==> config.mk <==
export PLATFORM = sky130hd
export DESIGN_NAME = mem_arbiter_flat
export DESIGN_NICKNAME = d
export VERILOG_FILES = /design/src/rtl/mem_arbiter_if.sv /design/src/rtl/mem_arbiter.sv /design/src/flat_wrapper.sv
export SDC_FILE = /design/constraint.sdc
export NUM_CORES = 1
export LEC_CHECK = 0
export ABC_CLOCK_PERIOD_IN_PS = 3670
export BUFFER_PORTS_ARGS = -buffer_cell sky130_fd_sc_hd__clkbuf_2
export CAP_MARGIN = 20
export CORE_ASPECT_RATIO = 1.2
export CORE_MARGIN = 5
export CORE_UTILIZATION = 47
export CTS_BUF_LIST = sky130_fd_sc_hd__clkbuf_2
export DETAILED_ROUTE_END_ITERATION = 10
export PLACE_DENSITY = 0.8
export SLEW_MARGIN = 20
export SYNTH_ARGS = -nofsm -noshare
export SYNTH_HDL_FRONTEND = slang
export SYNTH_SLANG_ARGS = --single-unit
==> constraint.sdc <==
create_clock -name clk -period 3.67 [get_ports clk]
set_clock_uncertainty 0.05 [all_clocks]
set_input_delay 0.5505 -clock clk [delete_from_list [all_inputs] [get_ports clk]]
set_output_delay 0.5505 -clock clk [all_outputs]
set_load 0.02 [all_outputs]
==> src/rtl/mem_arbiter_if.sv <==
// Bus bundle for mem_arbiter: fetch port, data port and the shared memory port.
// Provides the MEM_STORE* memory codes when defs.sv has not already supplied them.
`timescale 1ns/1ps

`ifndef MEM_STORE1
`define MEM_STORE1 4'h5
`endif
`ifndef MEM_STORE2
`define MEM_STORE2 4'h6
`endif
`ifndef MEM_STORE4
`define MEM_STORE4 4'h7
`endif

interface mem_arbiter_if;
    logic        if_req;
    logic [31:0] if_addr;
    logic        if_gnt;
    logic        if_rvalid;
    logic [31:0] if_rdata;

    logic        d_req;
    logic [3:0]  d_ctrl;
    logic [31:0] d_addr;
    logic [31:0] d_wdata;
    logic        d_gnt;
    logic        d_rvalid;
    logic [31:0] d_rdata;

    logic [3:0]  mem_ctrl;
    logic [31:0] mem_addr;
    logic [31:0] mem_wdata;
    logic [31:0] mem_rdata;

    modport slave (
        input  if_req, if_addr, d_req, d_ctrl, d_addr, d_wdata, mem_rdata,
        output if_gnt, if_rvalid, if_rdata, d_gnt, d_rvalid, d_rdata,
               mem_ctrl, mem_addr, mem_wdata
    );

    modport master (
        output if_req, if_addr, d_req, d_ctrl, d_addr, d_wdata, mem_rdata,
        input  if_gnt, if_rvalid, if_rdata, d_gnt, d_rvalid, d_rdata,
               mem_ctrl, mem_addr, mem_wdata
    );
endinterface

==> src/rtl/mem_arbiter.sv <==
// Two-port (fetch/data) arbiter onto a single-port word memory; sub-word stores via read-modify-write.
// MEM_ARB_RR_EN selects round-robin arbitration; undefined gives fixed data-over-fetch priority.
`timescale 1ns/1ps

module mem_arbiter (
    input  logic          clk,
    input  logic          rst,
    mem_arbiter_if.slave  bus
);
    localparam int NUM_LANES = 4;

    typedef enum logic [0:0] {IDLE, RMW_WR} state_t;

    state_t      state, state_nx;
    logic        gnt_i, gnt_d;
    logic        d_win;
    logic        d_st4, d_sub, d_load;
    logic [3:0]  mem_ctrl;
    logic [31:0] mem_addr, mem_wdata;

    logic        if_rvalid, d_rvalid;
    logic [31:0] if_rdata, d_rdata;

    logic [31:0] lat_addr, lat_word;
    logic [15:0] lat_wdata;
    logic        lat_byte;
    logic [NUM_LANES-1:0] lane_sel;
    logic [31:0] merged;

    assign d_st4  = (bus.d_ctrl == `MEM_STORE4);
    assign d_sub  = (bus.d_ctrl == `MEM_STORE1) || (bus.d_ctrl == `MEM_STORE2);
    assign d_load = !d_st4 && !d_sub;

`ifdef MEM_ARB_RR_EN
    // last_d=1 means data was granted most recently; fetch wins the next tie.
    logic last_d;
    assign d_win = !(bus.if_req && last_d);

    always_ff @(posedge clk) begin
        if (rst)        last_d <= 1'b0;
        else if (gnt_d) last_d <= 1'b1;
        else if (gnt_i) last_d <= 1'b0;
    end
`else
    assign d_win = 1'b1;
`endif

    always_ff @(posedge clk) begin
        if (rst) state <= IDLE;
        else     state <= state_nx;
    end

    always_comb begin
        state_nx  = state;
        gnt_i     = 1'b0;
        gnt_d     = 1'b0;
        mem_ctrl  = 4'h0;
        mem_addr  = 32'h0;
        mem_wdata = bus.d_wdata;
        if (!rst) begin
            unique case (state)
                IDLE: begin
                    if (bus.d_req && d_win) begin
                        gnt_d    = 1'b1;
                        mem_addr = bus.d_addr;
                        if (d_st4)      mem_ctrl = `MEM_STORE4;
                        else if (d_sub) state_nx = RMW_WR;
                    end else if (bus.if_req) begin
                        gnt_i    = 1'b1;
                        mem_addr = bus.if_addr;
                    end
                end
                RMW_WR: begin
                    mem_ctrl  = `MEM_STORE4;
                    mem_addr  = lat_addr;
                    mem_wdata = merged;
                    state_nx  = IDLE;
                end
                default: state_nx = IDLE;
            endcase
        end
    end

    // Sub-word store: capture the old word and the request for the write-back cycle.
    always_ff @(posedge clk) begin
        if (rst) begin
            lat_addr  <= 32'h0;
            lat_word  <= 32'h0;
            lat_wdata <= 16'h0;
            lat_byte  <= 1'b0;
        end else if (gnt_d && d_sub) begin
            lat_addr  <= bus.d_addr;
            lat_word  <= bus.mem_rdata;
            lat_wdata <= bus.d_wdata[15:0];
            lat_byte  <= (bus.d_ctrl == `MEM_STORE1);
        end
    end

    assign lane_sel = lat_byte ? (4'b0001 << lat_addr[1:0])
                               : (lat_addr[1] ? 4'b1100 : 4'b0011);

    for (genvar b = 0; b < NUM_LANES; b++) begin : g_lane
        assign merged[8*b +: 8] = !lane_sel[b] ? lat_word[8*b +: 8] :
                                  lat_byte     ? lat_wdata[7:0]     :
                                                 lat_wdata[8*(b%2) +: 8];
    end

    always_ff @(posedge clk) begin
        if (rst) begin
            if_rvalid <= 1'b0;
            d_rvalid  <= 1'b0;
            if_rdata  <= 32'h0;
            d_rdata   <= 32'h0;
        end else begin
            if_rvalid <= gnt_i;
            d_rvalid  <= gnt_d && d_load;
            if (gnt_i)           if_rdata <= bus.mem_rdata;
            if (gnt_d && d_load) d_rdata  <= bus.mem_rdata;
        end
    end

    assign bus.if_gnt    = gnt_i;
    assign bus.d_gnt     = gnt_d;
    assign bus.if_rvalid = if_rvalid;
    assign bus.if_rdata  = if_rdata;
    assign bus.d_rvalid  = d_rvalid;
    assign bus.d_rdata   = d_rdata;
    assign bus.mem_ctrl  = mem_ctrl;
    assign bus.mem_addr  = mem_addr;
    assign bus.mem_wdata = mem_wdata;

endmodule

==> src/flat_wrapper.sv <==
// flat-port wrapper written by rule: the top's interface ports become plain ports
module mem_arbiter_flat 
  (clk, rst, bus_if_req, bus_if_addr, bus_d_req, bus_d_ctrl, bus_d_addr, bus_d_wdata, bus_mem_rdata, bus_if_gnt, bus_if_rvalid, bus_if_rdata, bus_d_gnt, bus_d_rvalid, bus_d_rdata, bus_mem_ctrl, bus_mem_addr, bus_mem_wdata);
  mem_arbiter_if bus_i ();
  input  logic clk;
  input  logic rst;
  input wire logic [$bits(bus_i.if_req)-1:0] bus_if_req;
  input wire logic [$bits(bus_i.if_addr)-1:0] bus_if_addr;
  input wire logic [$bits(bus_i.d_req)-1:0] bus_d_req;
  input wire logic [$bits(bus_i.d_ctrl)-1:0] bus_d_ctrl;
  input wire logic [$bits(bus_i.d_addr)-1:0] bus_d_addr;
  input wire logic [$bits(bus_i.d_wdata)-1:0] bus_d_wdata;
  input wire logic [$bits(bus_i.mem_rdata)-1:0] bus_mem_rdata;
  output wire logic [$bits(bus_i.if_gnt)-1:0] bus_if_gnt;
  output wire logic [$bits(bus_i.if_rvalid)-1:0] bus_if_rvalid;
  output wire logic [$bits(bus_i.if_rdata)-1:0] bus_if_rdata;
  output wire logic [$bits(bus_i.d_gnt)-1:0] bus_d_gnt;
  output wire logic [$bits(bus_i.d_rvalid)-1:0] bus_d_rvalid;
  output wire logic [$bits(bus_i.d_rdata)-1:0] bus_d_rdata;
  output wire logic [$bits(bus_i.mem_ctrl)-1:0] bus_mem_ctrl;
  output wire logic [$bits(bus_i.mem_addr)-1:0] bus_mem_addr;
  output wire logic [$bits(bus_i.mem_wdata)-1:0] bus_mem_wdata;
  assign bus_i.if_req = bus_if_req;
  assign bus_i.if_addr = bus_if_addr;
  assign bus_i.d_req = bus_d_req;
  assign bus_i.d_ctrl = bus_d_ctrl;
  assign bus_i.d_addr = bus_d_addr;
  assign bus_i.d_wdata = bus_d_wdata;
  assign bus_i.mem_rdata = bus_mem_rdata;
  assign bus_if_gnt = bus_i.if_gnt;
  assign bus_if_rvalid = bus_i.if_rvalid;
  assign bus_if_rdata = bus_i.if_rdata;
  assign bus_d_gnt = bus_i.d_gnt;
  assign bus_d_rvalid = bus_i.d_rvalid;
  assign bus_d_rdata = bus_i.d_rdata;
  assign bus_mem_ctrl = bus_i.mem_ctrl;
  assign bus_mem_addr = bus_i.mem_addr;
  assign bus_mem_wdata = bus_i.mem_wdata;
  mem_arbiter u_core (.clk(clk), .rst(rst), .bus(bus_i));
endmodule
==> flow_summary_export.csv <==
group,metric,value,unit
critical_path,cp_data_arrival_time,2730,ps
floorplanning,fp.dieW,119,µm
critical_path,critical_path_required,3070,ps
timing,hold_viol_final,0,
logic_synthesis,async_reset_ff_share,0,%
power,vdd_ir_drop_max,0.000291,V
floorplanning,die_h,141,µm
logic_synthesis,synth_top_family_by_area,"simple AND/OR/NAND/NOR gates",
timing,period_share,90.8,%
drt,vias,7311,
critical_path,crit_path_end_kind,"output port",
placement,hpwl,15800,µm
floorplanning,start_util,48.2,%
logic_synthesis,synth-seq-cells,148,
floorplanning,coreArea,0.0139,mm²
timing,grt_setup_unrepaired,"no",
critical_path,critPathTopFamily,"flip-flops",
logic_synthesis,synth_nets,1019,
critical_path,cp_max_fo,44,
timing,final.setup.tns,0,ps
critical_path,r2r-start,"u_core.state$_SDFF_PP0_",
min_path,hp-class,"in -> reg",
logic_synthesis,synthCells,883,
logic_synthesis,syn-mean-instance-area,7.58,µm²
drt,ant_nets,0,
logic_synthesis,synth_compound_area_share,18.4,%
drt,drc,0,
drt,dr.pass1.iters,7,
logic_synthesis,synthSimpleGateAreaFrac,25.6,%
clock_tree,cts_root_buf,"clkbuf_2",
clock_tree,cts_max_path_buffers,2,
logic_synthesis,yosysMostFrequentCell,"nand2_1",
clock_tree,clk_latency,670,ps
logic_synthesis,yosys_warnings,0,
timing,slew_headroom,45.0,%
drt,wl_per_cell,16.9,µm
timing,setup_viol,0,
outcome,status,"finished clean",
placement,gp_congestion,0.898,
clock_tree,clkTransAtPathRegs,250,ps
critical_path,crit_chain,"nand2b_2 > buf_4 > o21ai_0 > clkbuf_2",
layout,final_cell_area,0.00907,mm²
critical_path,cpPeakStageDelay,860,ps
placement,place.port_buffers,270,
logic_synthesis,synth_area_leaders,"dfxtp_1, nand2_1, a21oi_1, o21ai_0, mux2i_1",
clock_tree,cts_tree,"done",
drt,wl,23100,µm
clock_tree,cts_resized,0,
logic_synthesis,synthDominantCellAreaShare,44.3,%
logic_synthesis,synth-adder-area-share,0,%
logic_synthesis,synthFlopType,"dfxtp_1",
floorplanning,row_count,47,
grt,grt_pass1_wl,36300,µm
timing,slew_violations,0,
grt,grt_max_degree,79,
layout,area_growth,35.4,%
critical_path,crit_buf_inv,2,
logic_synthesis,syn-cell-area,0.00669,mm²
logic_synthesis,netlist_top_cells_count,"nand2_1, dfxtp_1, a21oi_1, o21ai_0, clkbuf_1",
drt,avgViaCountPerCell,5.34,
layout,final_nets,1318,
grt,grt-ovfl-total,0,
critical_path,crit_start,"u_core.state$_SDFF_PP0_",
logic_synthesis,yosysUniqueCellTypes,33,
clock_tree,cts_buffers,17,
logic_synthesis,ys_seq_area_share,44.3,%
grt,antenna_found_initial,2,
timing,fmax,0.300,GHz
timing,finalCriticalPeriod,3330,ps
min_path,holdCritStartpoint,"bus_mem_rdata[10]",
clock_tree,clock_sink_count,148,
logic_synthesis,synth-xor-area-share,0.131,%
layout,drive_gt1_share,28.0,%
run,maxCapViolCount,0,
logic_synthesis,synth_edf_count,0,
critical_path,slowest_stage,"dfxtp_2",
grt,grt_pass1_vias,6982,
timing,worst_pin_slew,825,ps
critical_path,crit_type,"reg -> out",
logic_synthesis,synth_largest_area_cell,"dfxtp_1",
floorplanning,die_area,0.0167,mm²
drt,drt-initial-drc-count,644,
placement,placed_area,0.00805,mm²
power,p_per_area,361,mW/mm²
power,p_leak,4.00,nW
grt,grtUsageTotal,26.7,%
layout,fillerInstances,1190,
floorplanning,io_pins,272,
logic_synthesis,muxShareOfSynthArea,6.13,%
clock_tree,cts.htree.levels,4,
critical_path,critPathLaunchType,"register",
metal layers:
metal  global-route usage (%)  up-vias  wire length [µm]
met3                     6.81       51              1750
met4                     10.9        0               809
met5                        0        -                 0
met1                     31.7     3363              9230
li1                         -     3562                 -
met2                     45.9      335             11300
metrics by stage:
| step | power, mW | cells | hold WS (ps) | util (%) | setup WS, ps |
|---|---|---|---|---|---|
| final | 3.27 | 1369 | 61.1 | 65.3 | 336 |
| after floorplan | 2.01 | 883 | 384 | - | 1290 |
| after global placement | 2.23 | 1261 | 391 | 58.0 | 963 |
| after detailed placement | 2.24 | 1261 | 395 | 58.0 | 911 |
| after global routing | 3.41 | 1368 | 5.52 | 65.3 | 87.7 |
| after CTS | 3.28 | 1361 | 1.57 | 64.9 | 276 |
final cells by class:
class,instances,area [µm²],area share [%]
Timing Repair Buffer,357,2210,24.3
Tap cell,171,214,2.36
Sequential cell,148,2960,32.7
Clock buffer,17,85.1,0.938
Clock inverter,15,189,2.08
Multi-Input combinational cell,653,3380,37.3
Antenna cell,3,7.51,0.0828
Inverter,5,18.8,0.207
sequential cells by signal, summed over array words and instances, names as in the netlist:
signal / cells
u_core.bus.d_rdata: 32
u_core.lat_addr: 32
u_core.state: 1
u_core.lat_byte: 1
u_core.bus.if_rvalid: 1
u_core.lat_word: 32
u_core.bus.if_rdata: 32
u_core.bus.d_rvalid: 1
u_core.lat_wdata: 16
worst reg2reg max path, cell delays in order, from the launching register on:
cell	delay (ps)
dfxtp_2	860
nor3b_4	170
nand3_2	130
buf_4	670
nand2_1	170
a21oi_1	180
repair_timing:
action | CTS | global route
hold buffers | 68 | 5
hold endpoints to repair | 91 | 5
buffers inserted | 0 | 0
logic make-up (layout without fill, tap and decap cells):
group | after synthesis | in the layout
simple gates | 393 | 393
compound gates | 218 | 218
flops | 148 | 148
buf+inv | 82 | 394
mux | 40 | 40
other cells | 1 | 4
xor+xnor | 1 | 1
power breakdown:
part	switching [mW]	internal, mW	total, mW
logic	0.346	0.236	0.583
registers	0.0322	1.66	1.69
clock network	0.697	0.296	0.993
total	1.08	2.19	3.27
worst paths after layout:
check | slack, ps | endpoint | depth (start not counted)
worst max-delay path | 340 | bus_mem_wdata[30] | 4
worst min register to register | 420 | u_core.lat_addr[21]$_SDFFE_PP0P_ | 2
worst min-delay path | 60 | u_core.bus.d_rdata[10]$_SDFFE_PP0P_ | 3
worst max register to register | 1400 | u_core.lat_word[28]$_SDFFE_PP0P_ | 5
placed cells by master, fill, tap and decap left out, drive strengths merged:
cell type and count:
nor2b 31, inv 12, a221oi 30, dfxtp 148, clkinv 6, diode 3, nand3b 1, a41oi 1
dlygate4sd3 73, conb 1, o21ai 67, nand4b 1, mux2 8, a22oi 1, a211oi 1, bufinv 1
nor3 29, nand2b 34, nand3 2, xor2 1, a21oi 114, clkbuf 286, a21boi 1, nor2 3
buf 15, mux2i 32, clkinvlp 1, nand2 289, o31ai 2, nor3b 3, a31oi 1
No activity file was read; power rests on OpenSTA's default activity.
